### src/rtl/button_event_queue.sv
// Purpose: turn debounced button press/release pairs into {button, long} events queued for the game controller.
// Latency: release sampled at edge E0 sets a pending bit; the event is pushed and visible on evt_valid after E1.
// Backpressure: evt_valid/evt_ready pop; a full FIFO holds events in per-button pending bits, and a second release while pending is dropped.
module button_event_queue #(
    parameter int NUM_BTN           = 4,
    parameter int LONG_PRESS_CYCLES = 100_000_000,
    parameter int FIFO_DEPTH        = 8
) (
    input  logic                          clock,
    input  logic                          reset,
    input  logic [NUM_BTN-1:0]            btn_db,
    input  logic                          enable,
    input  logic                          flush,
    input  logic                          evt_ready,
    output logic                          evt_valid,
    output logic [$clog2(NUM_BTN)-1:0]    evt_btn,
    output logic                          evt_long,
    output logic [$clog2(FIFO_DEPTH):0]   fifo_level,
    output logic                          overflow
);
    localparam int BW = $clog2(NUM_BTN);
    localparam int CW = $clog2(LONG_PRESS_CYCLES + 1);
    localparam logic [CW-1:0] CNT_MAX = CW'(LONG_PRESS_CYCLES);

    logic [NUM_BTN-1:0] btn_prev;
    logic [NUM_BTN-1:0] armed;
    logic [NUM_BTN-1:0] pending;
    logic [NUM_BTN-1:0] plong;
    logic [CW-1:0]      cnt [NUM_BTN];

    logic               arb_vld;
    logic [BW-1:0]      arb_idx;
    logic               fifo_wr_rdy;
    logic               push_fire;
    logic [BW:0]        push_dat;
    logic [BW:0]        head_dat;

    // Fixed priority: lowest-index pending button wins the single push slot.
    always_comb begin
        arb_vld = 1'b0;
        arb_idx = '0;
        for (int i = NUM_BTN - 1; i >= 0; i--) begin
            if (pending[i]) begin
                arb_vld = 1'b1;
                arb_idx = BW'(i);
            end
        end
    end

    assign push_dat  = {arb_idx, plong[arb_idx]};
    assign push_fire = arb_vld & fifo_wr_rdy & ~flush;

    always_ff @(posedge clock or negedge reset) begin
        if (!reset) begin
            btn_prev <= '1;
            armed    <= '0;
            pending  <= '0;
            plong    <= '0;
            overflow <= 1'b0;
            for (int i = 0; i < NUM_BTN; i++) begin
                cnt[i] <= '0;
            end
        end else begin
            btn_prev <= btn_db;
            if (flush) begin
                armed    <= '0;
                pending  <= '0;
                plong    <= '0;
                overflow <= 1'b0;
                for (int i = 0; i < NUM_BTN; i++) begin
                    cnt[i] <= '0;
                end
            end else begin
                for (int i = 0; i < NUM_BTN; i++) begin
                    if (push_fire && (arb_idx == BW'(i))) begin
                        pending[i] <= 1'b0;
                    end
                    if (btn_db[i] && !btn_prev[i]) begin
                        armed[i] <= enable;
                        if (enable) begin
                            cnt[i] <= CW'(1);
                        end
                    end else if (btn_db[i] && armed[i]) begin
                        if (cnt[i] < CNT_MAX) begin
                            cnt[i] <= cnt[i] + CW'(1);
                        end
                    end else if (!btn_db[i] && btn_prev[i] && armed[i]) begin
                        // Unarmed falls (held through reset, pressed while disabled) never reach here.
                        armed[i] <= 1'b0;
                        if (pending[i]) begin
                            overflow <= 1'b1;
                        end else begin
                            pending[i] <= 1'b1;
                            plong[i]   <= (cnt[i] >= CNT_MAX);
                        end
                    end
                end
            end
        end
    end

    sync_fifo #(
        .WIDTH (BW + 1),
        .DEPTH (FIFO_DEPTH)
    ) u_evt_fifo (
        .clock  (clock),
        .reset  (reset),
        .flush  (flush),
        .wr_vld (arb_vld),
        .wr_rdy (fifo_wr_rdy),
        .wr_dat (push_dat),
        .rd_vld (evt_valid),
        .rd_rdy (evt_ready),
        .rd_dat (head_dat),
        .level  (fifo_level)
    );

    assign evt_btn  = head_dat[BW:1];
    assign evt_long = head_dat[0];

endmodule

// Purpose: generic show-ahead FIFO with occupancy count and synchronous flush.
// Latency: a write is visible on rd_dat the cycle after it is accepted; rd_dat reads 0 when empty.
// Backpressure: wr_rdy drops when full (checked before any same-cycle read); read pops on rd_vld & rd_rdy.
module sync_fifo #(
    parameter int WIDTH = 3,
    parameter int DEPTH = 8
) (
    input  logic                     clock,
    input  logic                     reset,
    input  logic                     flush,
    input  logic                     wr_vld,
    output logic                     wr_rdy,
    input  logic [WIDTH-1:0]         wr_dat,
    output logic                     rd_vld,
    input  logic                     rd_rdy,
    output logic [WIDTH-1:0]         rd_dat,
    output logic [$clog2(DEPTH):0]   level
);
    localparam int AW = $clog2(DEPTH);

    logic [WIDTH-1:0] mem [DEPTH];
    logic [AW-1:0]    wr_ptr;
    logic [AW-1:0]    rd_ptr;
    logic             do_wr;
    logic             do_rd;

    assign wr_rdy = (level != (AW + 1)'(DEPTH));
    assign rd_vld = (level != '0);
    assign rd_dat = rd_vld ? mem[rd_ptr] : '0;
    assign do_wr  = wr_vld & wr_rdy;
    assign do_rd  = rd_vld & rd_rdy;

    // Pointers are exactly AW bits wide so they wrap modulo DEPTH on their own.
    always_ff @(posedge clock or negedge reset) begin
        if (!reset) begin
            wr_ptr <= '0;
            rd_ptr <= '0;
            level  <= '0;
            for (int i = 0; i < DEPTH; i++) begin
                mem[i] <= '0;
            end
        end else if (flush) begin
            wr_ptr <= '0;
            rd_ptr <= '0;
            level  <= '0;
        end else begin
            if (do_wr) begin
                mem[wr_ptr] <= wr_dat;
                wr_ptr      <= wr_ptr + AW'(1);
            end
            if (do_rd) begin
                rd_ptr <= rd_ptr + AW'(1);
            end
            case ({do_wr, do_rd})
                2'b10:   level <= level + (AW + 1)'(1);
                2'b01:   level <= level - (AW + 1)'(1);
                default: level <= level;
            endcase
        end
    end

endmodule

### config.mk
export PLATFORM = sky130hd
export DESIGN_NAME = button_event_queue
export DESIGN_NICKNAME = d
export VERILOG_FILES = /design/src/rtl/button_event_queue.sv
export SDC_FILE = /design/constraint.sdc
export NUM_CORES = 1
export LEC_CHECK = 0
export CAP_MARGIN = 20
export CORE_MARGIN = 2
export CORE_UTILIZATION = 35
export DETAILED_ROUTE_END_ITERATION = 8
export SLEW_MARGIN = 40
export SYNTH_ARGS = -nofsm -noshare
export SYNTH_HDL_FRONTEND = slang
export SYNTH_SLANG_ARGS = --single-unit
### constraint.sdc
create_clock -name clock -period 6.5 [get_ports clock]
set_input_delay 0.65 -clock clock [delete_from_list [all_inputs] [get_ports clock]]
set_output_delay 0.65 -clock clock [all_outputs]
set_load 0.005 [all_outputs]
== Yosys cells after proc, flatten, opt, wreduce, memory -nomap -nowiden ==
Index checks and enable logic that the tools add are counted.

* $add $sub $neg: 8
* Order comparisons: 12
* Equality and inequality tests: 26
* Mux-type cells: 105
* Bitwise gates (word level): 6
* Reductions and logical operators: 63

{| class="wikitable"
|+ Operators with widths
! cell !! number
|-
| two-way mux 27 bit || 13
|-
| adder 27 x 1 -> 27 bit, second input constant || 4
|-
| greater-or-equal comparator 27 bit, second input constant || 4
|-
| < comparator 27 bit, second input constant || 4
|-
| two-way mux 108 bit || 1
|-
| two-way mux 1 bit || 70
|-
| nonzero test 3 bit || 13
|-
| bitwise mux 24 bit || 1
|-
| two-way mux 3 bit || 8
|-
| inequality test 2 bit, second input constant || 12
|-
| inequality test 3 bit, second input constant || 8
|-
| logical AND 1 bit || 21
|-
| two-way mux 4 bit || 4
|-
| AND reduction 4 bit || 4
|-
| AND reduction 3 bit || 4
|-
| nonzero test 2 bit || 6
|-
| AND reduction 2 bit || 5
|-
| binary-select mux 3 bit (select 3 bit) || 1
|-
| demux 3 bit (select 3 bit) || 1
|-
| greater-or-equal comparator 4 bit, second input constant || 2
|-
| zero test 1 bit || 8
|-
| two-way mux 2 bit || 4
|-
| inverter 3 -> 4 bit || 2
|-
| case mux 4 bit (2 select lines) || 1
|-
| other kinds (13) || 19
|}

* Bits in registers: 159
* Bits of input ports: 9
* Output and inout port bits: 9
* Logic and storage cells: 246

== Depth between registers and ports, before layout ==
Gate-level depths: netlist of the first run.

* Depth in word-level cells: 19
* Gate-level depth with buffers: 12
* Mapped depth without buffers: 11

== Hierarchy ==
From an unflattened synthesis of the first run, not the netlist that was laid out.

* Cell total of the unflattened synthesis: 923
* Area, all modules: 8879.8 um^2

{| class="wikitable"
|+ Modules (own cells, without submodules)
! module !! instances !! cells an instance !! area each (um^2) !! sequential area each (um^2)
|-
| button_event_queue || 1 || 775 || 7013.0 || 3133.0
|-
| sync_fifo || 1 || 148 || 1866.8 || 850.8
|}

== Worst setup path before layout of the first run ==
OpenSTA, ideal clock, no wires.

* Path type: register -> register
* From: register u_evt_fifo.level[1]
* To: register u_evt_fifo.level[3]
* Setup time: 0.132 ns
* Arrival: 2.535 ns
* Data required time: 6.368 ns
* Slack: 3.833 ns
* Cell stages (with the launch flop): 13
* Path buffers: 1
* Clock period less this slack: 2.667 ns
* Path through: dfrtp_1 > nor4_1 > inv_1 > nand2_1 > or2_1 > clkbuf_1 > inv_1 > ha_1 > a21o_1 > a21oi_1 > mux2i_1 > xnor2_1 > nor2_1

* Word-level cells in the longest chain between the ends: 5
* Elaborated cells on any way between the ends: 11
* Classes of those cells: 2 x add/sub; 3 x eq/ne; 2 x mux; 2 x bitwise; 2 x reduce/logical

{| class="wikitable"
|+ Ends and longest elaborated chain
! item !! RTL line !! source
|-
| from (decl) || 139 || <nowiki>output logic [$clog2(DEPTH):0] level</nowiki>
|-
| from (signal assigned) || 177 || <nowiki>2'b10: level <= level + (AW + 1)'(1);</nowiki>
|-
| from (signal assigned) || 178 || <nowiki>2'b01: level <= level - (AW + 1)'(1);</nowiki>
|-
| from (signal assigned) || 179 || <nowiki>default: level <= level;</nowiki>
|-
| nonzero test 4 bit * || 150 || <nowiki>assign rd_vld = (level != '0);</nowiki>
|-
| net evt_valid || 15 || <nowiki>output logic evt_valid,</nowiki>
|-
| bitwise AND 1 bit * || 153 || <nowiki>assign do_rd = rd_vld & rd_rdy;</nowiki>
|-
| == test 2 x 1 -> 1 bit or == test 2 bit (tied branches) || 176 || <nowiki>case ({do_wr, do_rd})</nowiki>
|-
| case mux 4 bit (2 select lines) || 176 ||
|-
| two-way mux 4 bit || 164 || <nowiki>end else if (flush) begin</nowiki>
|}

The timed path passes the listed nets; every way through them passes the cells marked *.
A chain may end at the register's enable or synchronous reset.

== Final worst setup path of the first run ==
* From: input port btn_db[3]
* To: register cnt[24] in the netlist's numbering

* Word-level cells in the longest chain between the ends: 3
* Elaborated cells on any way between the ends: 8
* Classes of those cells: 1 x eq/ne; 2 x mux; 5 x reduce/logical

{| class="wikitable"
|+ Ends and longest elaborated chain
! item !! RTL line !! source
|-
| from (decl) || 11 || <nowiki>input logic [NUM_BTN-1:0] btn_db,</nowiki>
|-
| logical AND 1 bit (on tied branches) || 78, 83 ||
|-
| inequality test 3 bit (no source line) (tied with other cells) || -- ||
|-
| AND reduction 3 bit (no source line) or two-way mux 108 bit (tied branches) || -- ||
|-
| to (signal, indexed assignment) || 85 || <nowiki>cnt[i] <= cnt[i] + CW'(1);</nowiki>
|-
| to (decl) || 29 || <nowiki>logic [CW-1:0] cnt [NUM_BTN];</nowiki>
|}

Parallel ways exist; a longest one is shown, timed or not.

==> metrics.md, run 1 <==
| Metric | Value |
|---|---|
| Post-synthesis compound-gate area fraction | `10.6%` |
| Leak | `slightly below 4 nW` |
| ANT cells | `0` |
| Length of the first detailed-routing pass in iterations | `4` |
| Mean post-synth cell area | `9.74 µm²` |
| Synth area leaders | `dfrtp_1 (45%), nor2_1 (5.2%), xnor2_1 (4.7%)` |
| Share of post-route cells with drive strength above 1 | `approximately an eighth` |
| Die Y | `161 µm` |
| Area Growth Syn to Fin | `13.1%` |
| TNS Setup | `0 ns` |
| Post-CTS sizing | `0` |
| Status | `complete, no violations` |
| Syn nets | `roughly 910` |
| CP Max Fanout | `25` |
| Gr usage total | `approximately 14%` |
| Core Area | `24200 µm²` |
| Crit path cell chain | `clkdlybuf4s50_1 -> nand3_2 -> a211o_1 -> o211a_1 -> or3_4 -> or4_1 -> a21oi_1` |
| Max-cap violations | `0` |
| Post-synthesis register bit count | `roughly 160` |
| Register area share after synthesis | `46.3%` |
| CTS tree | `yes` |
| Initial Util | `between 30 and 40%` |
| Detailed Route WL | `approximately 17 mm` |
| Post-placement cell count | `around 1200` |
| Pin count of the biggest net entering global routing | `96` |
| Initial antenna violation count | `0` |
| Final period utilization | `between 40% and 50%` |
| CTS root buf | `clkbuf_16` |
| Global placer's final weighted congestion | `between 0.7 and 0.8` |
| Worst reg2reg path startpoint | `u_evt_fifo.level[1]$_DFFE_PN0P_` |
| Die area | `roughly 26000 µm²` |
| Worst Setup End Kind | `flip-flop` |
| Multiplexer share of the synthesized area | `5.70%` |
| Cell taking the most area after synthesis | `dfrtp_1` |
| Initial drt markers | `between 300 and 400` |
| CP max stage cell | `clkdlybuf4s50_1` |
| HP Class | `in2async` |
| Post-Synth XOR/XNOR Area | `7.13%` |
| Global route total overflow | `0` |
| Clock transition at path regs | `0.07 ns` |
| H-tree Lvls | `4` |
| Die Width | `between 150 and 200 µm` |
| Worst Tran Pin Value | `between 0.7 and 0.8 ns` |
| Vias | `about 6300` |
| YS warnings | `0` |
| Final non-filler cell total | `roughly 1200` |
| Drt wl/cell | `13.9 µm` |
| Clock Skews | `roughly 0.011 ns` |
| Max transition margin | `between 40% and 50%` |
| CTS Buf Count | `17` |
| Post-synth top area share | `between 40% and 50%` |
| Post-synth cell types | `78` |
| R2R setup slack | `3.64 ns` |
| RSZ-0062 raised after global routing | `false` |
| Post-CTS Hold Buffers | `0` |
| CP Data Arrival Time | `around 3.3 ns` |
| Dpl hpwl | `about 11 mm` |
| Achievable frequency | `between 300 and 400 MHz` |
| Largest stage delay, worst path | `between 0.6 and 0.7 ns` |
| Mapped Area | `8600 µm²` |
| Final ANT Viol Nets | `0` |
| Post-synth EDFFs | `0` |
| Cell Rows | `57` |
| Longest Clk Path Bufs | `2` |
| Routed vias/inst | `5.15` |
| Vias in the first global route | `around 6000` |
| Post-CTS setup buffers | `0` |
| First-pass GRT wire length | `29.5 mm` |
| Final Hold Vio Count | `0` |
| Type of origin of the critical path | `input pin` |
| Residual DRC | `0` |
| Largest family of logic cells by synthesized area | `simple AND/OR/NAND/NOR gates` |
| Worst endpoint required time | `6.85 ns` |
| CP Class | `in2reg` |
| Async SR Flop Fraction | `between 90% and 100%` |
| Final setup viols | `0` |
| I/O Buffers | `17` |
| Adder-cell share of the synthesized area | `1.98%` |
| PD cells | `248 nW/µm²` |
| Max rail drop VDD | `0.165 mV` |
| Fin crit period | `roughly 2.9 ns` |
| Mapped Cells | `between 800 and 900` |
| Post-Synth Simple-Gate Area | `25.1%` |
| Critical Path Source | `btn_db[3]` |
| Final slew viol count | `0` |
| Synth Flop Type | `dfrtp_1` |
| Sink Count | `about 160` |
| Post-synth top cells | `dfrtp_1 (155), nor2_1 (120), nand2_1 (67)` |
| Ports | `18` |
| Nets | `908` |
| Most numerous cell in the Yosys netlist | `dfrtp_1` |
| Skew-Pair Late Insertion Delay | `between 0.4 and 0.5 ns` |
## per-layer routing
layer	global-route usage (%)	wire length (µm)	vias to the layer above
met5	0	0	-
li1	-	-	3136
met4	3.45	192	0
met3	3.69	475	12
met2	21.6	7830	73
met1	19.4	8510	3072
## cells in the final DEF (no fill, tap or decap), types with 4 or more instances in the layout
cell,n
a211oi_1,9
o21ai_1,10
nor2_1,120
or3_1,24
clkbuf_16,17
ha_1,12
inv_6,6
nor2b_1,11
nor4_1,9
o21ai_0,24
or4_1,9
nor3_1,14
mux2i_1,7
mux2_2,24
inv_1,26
or2_2,9
and2_1,5
nor3b_1,5
xor2_1,24
and3_1,9
mux4_2,6
bufinv_16,5
nor4b_1,4
dfrtp_1,155
nand2_1,67
and4_1,9
xnor2_1,46
o31ai_1,7
nand2b_1,6
nand4_1,24
nor3_2,11
clkdlybuf4s50_1,16
nand3_1,43
a21oi_1,48
dfstp_2,4
## state kept, by name (all words and copies together) (netlist names)
| signal | flops |
|---|---|
| cnt | 108 |
| pending | 4 |
| u_evt_fifo.rd_ptr | 3 |
| u_evt_fifo.mem | 24 |
| u_evt_fifo.level | 4 |
| armed | 4 |
| btn_prev | 4 |
| u_evt_fifo.wr_ptr | 3 |
| plong | 4 |
| overflow | 1 |
## metrics by stage
stage	hold slack [ns]	setup WS [ns]	util (%)	total power, W	cell area, µm²
global route	0.106	3.30	40.1	0.00253	9740
CTS	0.263	3.51	40.0	0.00245	9700
global placement	0.483	3.13	37.2	0.00130	9020
detailed placement	0.492	3.12	37.2	0.00130	9030
finish	0.0947	3.55	40.1	0.00241	9740
floorplan	0.354	3.83	-	0.00121	8600
## kinds of logic (layout without fill, tap and decap cells)
family	count (synthesis)	after routing
mux	38	38
xor+xnor	70	70
compound gates	138	138
fa+ha+maj	13	13
flops	159	159
buf+inv	62	78
simple gates	403	403
## final timing paths
check / cells past startpoint / to
min in group clock: 1 / u_evt_fifo.mem[15]$_DFFE_PN0P_
hold reg to reg: 1 / u_evt_fifo.mem[15]$_DFFE_PN0P_
hold / removal: 1 / cnt[70]$_DFFE_PN0P_
setup reg to reg: 11 / u_evt_fifo.level[3]$_DFFE_PN0P_
max in group asynchronous: 3 / cnt[89]$_DFFE_PN0P_
setup / recovery: 7 / cnt[24]$_DFFE_PN0P_
## layout make-up
class | count | area [µm²]
clock buffers | 17 | 425
clock inverters | 15 | 246
fillers | 2370 | 14500
inverters | 26 | 97.6
multi-input cells | 662 | 4360
flip-flops and latches | 159 | 3980
well taps | 324 | 405
repair buffers | 20 | 221
## worst max-delay path: cells and delay by family
kind,cells,cell delay (ns)
AOI/OAI and AO/OA,3,0.89
and+or+nand+nor,3,1.08
buffers and inverters,1,0.67
## report_power, final
| part | leakage [nW] | switching (W) | internal (W) |
|---|---|---|---|
| clock | 0.325 | 0.000438 | 0.000696 |
| combinational | 1.32 | 0.000128 | 0.000103 |
| sequential | 2.20 | 0.0000369 | 0.00101 |
| total | 3.85 | 0.000602 | 0.00181 |
Power figures use the tool's default switching activity.
==> run 2, diff against run 1 <==
- clock period: 6.5 -> 2.5 ns (I/O delays scaled with it)
==> run 2 against run 1 <==
  * Critical path depth is 3 lower
  * Sequential power grew to 2.6 times the previous value
  * Routed wire length is 5.6% higher
  * Combinational power grew to 3.3 times the previous value
  * Clock skew is 0.0010 ns higher
  * Critical endpoint is now evt_btn[0]
  * Highest routed layer unchanged
==> metrics.md, run 2 (same netlist as run 1, synthesis figures left out) <==
| Metric | Value |
|---|---|
| Pin count of the biggest net entering global routing | `66 (-31%)` |
| CP Max Fanout | `8 (-68%)` |
| Max transition margin | `62.5% (+14 points)` |
| TNS Setup | `0 ns (unchanged)` |
| Final setup viols | `0 (unchanged)` |
| Worst Setup End Kind | `output pin` |
| Ports | `18 (unchanged)` |
| CTS Buf Count | `17 (unchanged)` |
| CTS root buf | `clkbuf_16` |
| CTS tree | `yes` |
| Max-cap violations | `0 (unchanged)` |
| Die area | `25900 µm² (unchanged)` |
| Leak | `4.06 nW (+5.6%)` |
| Fin crit period | `around 2.3 ns` |
| Post-Place Setup Slack | `0.0504 ns (-3.07 ns)` |
| HP Class | `in2async` |
| Final slew viol count | `0 (unchanged)` |
| Largest registers | `cnt (108), u_evt_fifo.mem (24)` |
| Commonest non-fill, non-tap cell in the layout | `dfrtp_1` |
| Final WS setup | `0.174 ns (-3.38 ns)` |
| Worst endpoint required time | `2.25 ns (-4.60 ns)` |
| Initial Util | `35.5% (unchanged)` |
| Largest Register | `cnt` |
| Core Area | `24200 µm² (unchanged)` |
| H-tree Lvls | `4 (unchanged)` |
| Max reg flops | `108 (unchanged)` |
| Achievable frequency | `approximately 430 MHz` |
| Gr usage total | `14.7% (+0.76 points)` |
| Worst Tran Pin Value | `0.557 ns (-0.210 ns)` |
| Longest Clk Path Bufs | `2 (unchanged)` |
| Initial antenna violation count | `0 (unchanged)` |
| Area Growth Syn to Fin | `16.9%` |
| Type of origin of the critical path | `flip-flop` |
| RSZ-0062 raised after global routing | `false` |
| Nets | `957 (+5.4%)` |
| Skew-Pair Late Insertion Delay | `0.43 ns (about the same)` |
| Overall power | `0.00607 W (+150%)` |
| Vias | `6529 (+3.8%)` |
| Initial drt markers | `317 (-10%)` |
| Status | `complete, no violations` |
| First-pass GRT wire length | `31.3 mm (+6.0%)` |
| Sink Count | `159 (unchanged)` |
| I/O Buffers | `17 (unchanged)` |
| Final Hold Vio Count | `0 (unchanged)` |
| Global placer's final weighted congestion | `0.826 (+7.3%)` |
| ANT cells | `0 (unchanged)` |
| CP Data Arrival Time | `2.08 ns (-1.22 ns)` |
| Max rail drop VDD | `0.422 mV (+160%)` |
| Vias in the first global route | `6416 (+6.2%)` |
| Die Y | `161 µm (unchanged)` |
| Cell Rows | `57 (unchanged)` |
| Global route total overflow | `0 (unchanged)` |
| Detailed Route WL | `17.9 mm (+5.6%)` |
| Dpl hpwl | `12.5 mm (+12%)` |
| Final period utilization | `between 90 and 100%` |
| Routed vias/inst | `5.13 (-0.25%)` |
| Clock Skews | `0.0118 ns (+0.00101 ns)` |
| Residual DRC | `0 (unchanged)` |
| Drt wl/cell | `14.1 µm (+1.5%)` |
| Length of the first detailed-routing pass in iterations | `4 (unchanged)` |
| Clock transition at path regs | `0.07 ns (about the same)` |
| Most frequent cells in the layout | `dfrtp_1 (152), nor2_1 (120), nand2_1 (66)` |
| Die Width | `161 µm (unchanged)` |
| CP Class | `reg2out` |
| Share of post-route cells with drive strength above 1 | `17.7% (+4.8 points)` |
| Final ANT Viol Nets | `0 (unchanged)` |
| PD cells | `604 nW/µm² (+140%)` |
[run 2: changes by cell type in the layout (fill, tap and decap cells not counted), sizes merged, moves of 2 or more]
cell | previous run | this run
clkinvlp | 1 | 3
clkinv | 2 | 4
bufinv | 5 | 0
buf | 4 | 52
[run 2: final cells by class]
class,instances,area (µm²)
clock inverters,15,168
inverters,26,97.6
well taps,324,405
multi-input cells,662,4380
flip-flops and latches,159,3990
clock buffers,17,425
repair buffers,69,592
fillers,2380,14200
[run 2: worst paths after layout]
path	cells past startpoint	start	slack, ns	endpoint
max	4	u_evt_fifo.rd_ptr[0]$_DFFE_PN0P_	0.17	evt_btn[0]
min	2	reset	0.33	cnt[5]$_DFFE_PN0P_
max reg2reg	7	cnt[64]$_DFFE_PN0P_	0.18	cnt[78]$_DFFE_PN0P_
min reg2reg	1	u_evt_fifo.mem[8]$_DFFE_PN0P_	0.51	u_evt_fifo.mem[8]$_DFFE_PN0P_
max in group asynchronous	3	reset	1.29	cnt[3]$_DFFE_PN0P_
min in group clock	1	btn_db[1]	0.40	btn_prev[1]$_DFF_PN1_
[run 2: per-layer routing]
layer / wire length, µm / up-vias / global-route usage, %
li1: - / 3235 / -
met1: 8710 / 3184 / 20.1
met2: 8400 / 89 / 23.5
met3: 526 / 21 / 2.87
met4: 313 / 0 / 4.75
met5: 0 / - / 0
[run 2: critical path: stages, from the launching register on]
cell	delay (ns)
dfrtp_2	0.49
mux4_2	0.54
mux2i_1	0.14
nor2_1	0.05
clkdlybuf4s50_1	0.43
[run 2: repair_timing]
item,4_1_cts,5_1_grt
endpoints found under the hold margin,44,0
setup endpoints to repair,3,4
buffers inserted,0,5
hold buffers,1,0
pin swaps,0,1
gates resized for setup,1,8
[run 2: through the flow]
stage          area, µm²  hold slack, ns  cells  utilization, %
6_report           10100           0.330   1272            41.5
2_1_floorplan       8620         -0.0456    883               -
4_1_cts             9990           0.339   1267            41.2
3_5_place_dp        9390           0.232   1234            38.7
5_1_grt            10100           0.360   1272            41.5
3_3_place_gp        9390           0.244   1234            38.7
[run 2: power breakdown]
part	internal, W	switching [W]
registers	0.00264	0.000109
logic	0.000383	0.000373
clock network	0.00134	0.00123
total	0.00436	0.00171
